<file path="src/rtl/key_sched_ctrl.sv">
// Key schedule controller: launches key_exp, captures its writes into a 32x64 key RAM,
// and serves 128-bit round keys by round index. Optional EXPAND watchdog: KEY_SCHED_TIMEOUT_EN.
module key_sched_ctrl #(
  parameter int TIMEOUT_CYC = 200,
  parameter int MEM_DEPTH   = 32
) (
  input  logic         clk,
  input  logic         reset_n,
  input  logic         load_valid,
  output logic         load_ready,
  input  logic [255:0] load_key,
  input  logic [1:0]   load_mode,
  input  logic         cipher_busy,
  output logic         ke_start,
  output logic [255:0] ke_key,
  output logic [1:0]   ke_mode,
  input  logic         ke_wr,
  input  logic [4:0]   ke_wr_addr,
  input  logic [63:0]  ke_wr_data,
  input  logic         ke_ready,
  input  logic         rk_req,
  input  logic [3:0]   rk_round,
  output logic         rk_gnt,
  output logic         rk_valid,
  output logic [127:0] rk_data,
  output logic         rk_oor,
  output logic         keys_valid,
  output logic [3:0]   num_rounds,
  output logic         err
);

  typedef enum logic [1:0] {IDLE, LAUNCH, EXPAND, READY} state_t;

  state_t      state, state_nxt;
  logic        accept, done, tmo;
  logic [5:0]  wr_cnt, need;
  logic [1:0]  guard_cnt;
  logic [63:0] mem [MEM_DEPTH];

  function automatic logic [3:0] rounds_of(input logic [1:0] mode);
    case (mode)
      2'b00:   return 4'd10;
      2'b01:   return 4'd12;
      default: return 4'd14;
    endcase
  endfunction

  function automatic logic [1:0] norm_mode(input logic [1:0] mode);
    return (mode == 2'b11) ? 2'b10 : mode;
  endfunction

  assign accept = load_valid && load_ready;
  assign need   = {1'b0, num_rounds, 1'b0} + 6'd2;
  // key_exp still shows the previous done flag for two cycles after the start pulse
  assign done   = (guard_cnt == 2'd2) && ke_ready && (wr_cnt >= need);

`ifdef KEY_SCHED_TIMEOUT_EN
  logic [7:0] tmo_cnt;

  assign tmo = (state == EXPAND) && !done && (tmo_cnt == 8'(TIMEOUT_CYC - 1));

  always_ff @(posedge clk or negedge reset_n) begin
    if (!reset_n) begin
      tmo_cnt <= '0;
      err     <= 1'b0;
    end else begin
      if (accept)                tmo_cnt <= '0;
      else if (state == EXPAND)  tmo_cnt <= tmo_cnt + 8'd1;
      if (accept)                err <= 1'b0;
      else if (tmo)              err <= 1'b1;
    end
  end
`else
  assign tmo = 1'b0;
  assign err = 1'b0;
`endif

  always_ff @(posedge clk or negedge reset_n) begin
    if (!reset_n) state <= IDLE;
    else          state <= state_nxt;
  end

  always_comb begin
    state_nxt = state;
    case (state)
      IDLE:    if (accept) state_nxt = LAUNCH;
      LAUNCH:  state_nxt = EXPAND;
      EXPAND:  if (done) state_nxt = READY;
               else if (tmo) state_nxt = IDLE;
      READY:   if (accept) state_nxt = LAUNCH;
      default: state_nxt = IDLE;
    endcase
  end

  always_comb begin
    load_ready = 1'b0;
    ke_start   = 1'b0;
    rk_gnt     = 1'b0;
    load_ready = ((state == IDLE) || (state == READY)) && !cipher_busy;
    ke_start   = (state == LAUNCH);
    rk_gnt     = rk_req && (state == READY);
  end

  always_ff @(posedge clk or negedge reset_n) begin
    if (!reset_n) begin
      ke_key     <= '0;
      ke_mode    <= '0;
      num_rounds <= 4'd10;
      wr_cnt     <= '0;
      guard_cnt  <= '0;
      keys_valid <= 1'b0;
    end else begin
      if (accept) begin
        ke_key     <= load_key;
        ke_mode    <= norm_mode(load_mode);
        num_rounds <= rounds_of(load_mode);
      end
      if (accept)                          wr_cnt <= '0;
      else if (ke_wr && wr_cnt != 6'd63)   wr_cnt <= wr_cnt + 6'd1;
      if (accept)                                guard_cnt <= '0;
      else if (state == EXPAND && guard_cnt != 2'd2) guard_cnt <= guard_cnt + 2'd1;
      if (accept)                        keys_valid <= 1'b0;
      else if (state == EXPAND && done)  keys_valid <= 1'b1;
      else if (tmo)                      keys_valid <= 1'b0;
    end
  end

  // RAM write port; the read below samples pre-write contents on a same-address collision
  always_ff @(posedge clk) begin
    if (ke_wr) mem[ke_wr_addr] <= ke_wr_data;
  end

  // read stage: one registered round key per granted request
  always_ff @(posedge clk or negedge reset_n) begin
    if (!reset_n) begin
      rk_valid <= 1'b0;
      rk_oor   <= 1'b0;
      rk_data  <= '0;
    end else begin
      rk_valid <= rk_gnt;
      rk_oor   <= rk_gnt && (rk_round > num_rounds);
      if (rk_gnt) begin
        if (rk_round > num_rounds) rk_data <= '0;
        else rk_data <= {mem[{rk_round, 1'b0}], mem[{rk_round, 1'b1}]};
      end
    end
  end

endmodule

</file>
<file path="config.mk">
export PLATFORM = sky130hd
export DESIGN_NAME = key_sched_ctrl
export DESIGN_NICKNAME = d
export VERILOG_FILES = /design/src/rtl/key_sched_ctrl.sv
export SDC_FILE = /design/constraint.sdc
export NUM_CORES = 2
export LEC_CHECK = 0
export CORE_ASPECT_RATIO = 0.9
export CORE_UTILIZATION = 52
export CTS_CLUSTER_SIZE = 30
export DETAILED_ROUTE_END_ITERATION = 16
export PLACE_DENSITY = 0.75
export SYNTH_ARGS = -nofsm -noshare
export SYNTH_HDL_FRONTEND = slang
export SYNTH_SLANG_ARGS = --single-unit
</file>
<file path="constraint.sdc">
create_clock -name clk -period 1.65 [get_ports clk]
set_input_delay 0.165 -clock clk [delete_from_list [all_inputs] [get_ports clk]]
set_output_delay 0.165 -clock clk [all_outputs]
set_load 0.005 [all_outputs]
</file>
==> metrics.md <==
| Metric | Value |
|---|---|
| Status | complete, but fails checks |
| Violations in the final reports | negative setup slack |
| Most Frequent Cell on Critical Path | sky130_fd_sc_hd__buf_6 |
| Die height | around 400 µm |
| Crit path largest cell delay | 420 ps |
| Maximum fanout along the worst path | 8 |
| Max H-tree Level | 4 |
| Routed wire per std cell | 33.5 µm |
| Total count of max-transition violations in the final report | 0 |
| Effective utilization at floorplan | 52.5% |
| Ports | about 740 |
| Filler instances | approximately 10000 |
| Overall fraction of global-route tracks in use | 31.7% |
| Worst slew pin tran | about 740 ps |
| Global-route wire length before repair | 404000 µm |
| Total placed instance area | between 0.1 and 0.15 mm² |
| Synth unique cells | 43 |
| Achievable frequency | 417 MHz |
| Fin. Hold Viols | 0 |
| Final setup violating endpoints | 487 |
| Path type of the worst setup path | flip-flop to flip-flop |
| Worst-case setup margin in the final layout | -746 ps |
| Vias after detailed routing | 57900 |
| Placement Setup Slack | -642 ps |
| Max Cap Violations | 0 |
| Slowest stage cell, crit path | sky130_fd_sc_hd__dfrtp_2 |
| Total of warnings raised by yosys | 0 |
| Clock Sink Count | roughly 2400 |
| Sum of negative setup slack | -159430 ps |
| RD Place Congestion | 0.917 |
| Final net count | 7066 |
| Combined area of all synthesized cells | 0.0927 mm² |
| Clock latency of the later-clocked register in the worst-skew pair | 940 ps |
| Synth top area cells | sky130_fd_sc_hd__edfxtp_1 66%, sky130_fd_sc_hd__dfrtp_1 11%, sky130_fd_sc_hd__mux2i_1 6.9% |
| Post-route DRC | 0 |
| Inserted Clock Buffers | about 230 |
| Average footprint of a synthesized cell | 18.4 µm² |
| GRT overflow | 0 |
| Hold WS | between 9 and 10 ps |
| Max Buffers Root-to-Sink | 3 |
| Setup repair after global routing missed its margin | yes |
| Total Die Area | 0.180 mm² |
| Clock Skew | 92.4 ps |
| Share of post-route cells with drive strength above 1 | 30.6% |
| Clock slew at reported path FFs | approximately 70 ps |
| Port buffer count | 731 |
| Detailed-placement wirelength estimate | 175000 µm |
| Antenna Violating Nets Remaining | 0 |
| Multi-input logic area | 0.0219 mm² |
| Detailed router's first-iteration violation count | ~7700 |
| Commonest register cell after synthesis | sky130_fd_sc_hd__edfxtp_1 |
| Data arrival time at the worst-slack endpoint | approximately 3100 ps |
| Time the worst path needs with I/O delays and setup | 2400 ps |
| Sort of element at the end of the critical path | flip-flop |
| VDD IR max | 1.09 mV |
| Commonest cells after routing, fill and taps aside | 2048 x sky130_fd_sc_hd__edfxtp_1, 641 x sky130_fd_sc_hd__mux2i_1, 520 x sky130_fd_sc_hd__nand2_1 |
| Growth of design area from synthesis to finish | 34.2% |
| Sequential cell area | slightly above 0.07 mm² |
| Summed area of non-filler cells in the final layout | 0.124 mm² |
| Fin crit share | 145% |
| Largest net degree at the start of global routing | 81 |
| Die X | approximately 450 µm |
| Leakage Power | around 48 nW |
| Power density over the cells | 1380 mW/mm² |
| Average vias per placed instance | roughly 6.2 |
| Total core area | 0.176 mm² |
| Final Routed Wirelength | 313000 µm |
| Most frequent standard cell in the layout excluding fill and tap cells | sky130_fd_sc_hd__edfxtp_1 |
| Post-synthesis sequential element count | 2449 |
| CTS tree | yes |
| Most area-hungry cell type in the Yosys netlist | sky130_fd_sc_hd__edfxtp_1 |
| Rel. slew slack | 50.8% |
| List of cells traversed by the critical path | buf_6 -> inv_4 -> ha_4 -> buf_4 -> buf_6 -> nand3b_1 -> buf_6 -> buf_12 -> buf_12 -> nand2_2 -> nand2_1 |
| Cell type group with the largest total delay on the critical path | buffers and inverters |
| Buffering stage count on the worst path with inverters included | 7 |
| Share of async-settable or async-resettable flops after synthesis | 16.4% |
| Number of global-route vias before repair | ~57000 |
| Number of detailed-route iterations in the first pass | 6 |
| Placement Rows | 146 |
| Fraction of synthesized cell area taken by the top area cell type | around 66% |
| Post-synthesis sequential area ratio | between 70 and 80% |
| Type of the most critical hold path | input port to flip-flop |
| Number of synthesized flops with an enable pin | 2048 |
| Number of antenna violations at the first check in global routing | 56 |
| Required time at the worst-slack endpoint | roughly 2400 ps |
| Critical path launch point type | flip-flop |
| Buffer type at the clock tree root | sky130_fd_sc_hd__clkbuf_16 |
| Mapped Cells | 5049 |
-- area by class of cell --
cell class,count,share of cell area (%)
tap,2368,2.38
sequential,2449,57.6
timing repair buffer,1729,16.0
antenna,35,0.0704
multi-input combinational,2301,17.6
inverter,10,0.0483
clock inverter,141,1.38
clock buffer,286,4.91
-- cells by family (layout without fill, tap and decap cells) --
kind of cell | Yosys count | count (layout) | share of synthesized area (%)
adder cells (fa/ha/maj) | 11 | 11 | 0.149
flip-flops | 2449 | 2449 | 77.2
multiplexers | 897 | 897 | 13.1
buffers and inverters | 301 | 2166 | 1.80
AND/OR/NAND/NOR | 853 | 854 | 3.55
XOR/XNOR | 5 | 5 | 0.0473
AO/OA/AOI/OAI | 531 | 531 | 4.11
other | 2 | 38 | 0.00810
-- what timing repair did --
action                                  4_1_cts  5_1_grt
endpoints found under the hold margin       625        0
pin swaps                                    96      184
cloned                                       28       53
resized for setup                          1075      771
hold buffers                                224        0
buffers inserted                             64      124
endpoints found under the setup margin      791      725
-- registers in the layout, summed over array words and instances (netlist names), 2 cells and up --
signal / count
guard_cnt: 2
ke_key: 256
ke_mode: 2
mem: 2048
num_rounds: 2
rk_data: 128
state: 2
wr_cnt: 6
-- worst paths after layout --
path,start,end,slack (ps),depth (start not counted)
worst max register to register,state[0],ke_key[164],-750,11
min in group asynchronous,reset_n,rk_data[41],570,4
max in group asynchronous,reset_n,ke_key[210],90,5
worst max-delay path,state[0],ke_key[164],-750,11
worst min-delay path,load_key[77],ke_key[77],10,3
worst min register to register,ke_key[63],ke_key[63],470,2
-- metal layers --
layer  share of wire [%]  global-route usage (%)
met5               0.083                       0
met1                  33                    39.2
met2                  48                    51.5
met4                 7.6                    18.6
met3                  11                    7.05
-- power by group --
| part | internal [mW] | total (mW) | switching (mW) |
|---|---|---|---|
| registers | 72.7 | 78.7 | 6.03 |
| logic | 18.3 | 37.6 | 19.2 |
| clock network | 30.6 | 54.7 | 24.1 |
| total | 122 | 171 | 49.3 |
-- worst min-delay path: cells and delay by family --
kind                   cells  cell delay [ps]
buffers and inverters      1              500
and+or+nand+nor            2              160
-- cell usage after synthesis, types with 11 or more instances --
library cell               instances
sky130_fd_sc_hd__nor2_1           44
sky130_fd_sc_hd__ha_1             11
sky130_fd_sc_hd__dfrtp_1         400
sky130_fd_sc_hd__nand2_1         779
sky130_fd_sc_hd__buf_6            31
sky130_fd_sc_hd__buf_4            32
sky130_fd_sc_hd__edfxtp_1       2048
sky130_fd_sc_hd__buf_2           147
sky130_fd_sc_hd__a22oi_1         256
sky130_fd_sc_hd__mux2i_1         641
sky130_fd_sc_hd__a32oi_1         128
sky130_fd_sc_hd__clkbuf_1         78
sky130_fd_sc_hd__o21ai_0          39
sky130_fd_sc_hd__o21ai_1          92
sky130_fd_sc_hd__mux4_2          256
-- stage by stage --
stage               power [mW]  utilization [%]  cells
floorplan                 85.3                -   5050
global placement           105             61.4   8383
detailed placement         106             61.4   8383
CTS                        161             67.9   9124
global route               175             70.5   9313
finish                     171             70.5   9319
Note: power is estimated with default switching activity, not from simulation.
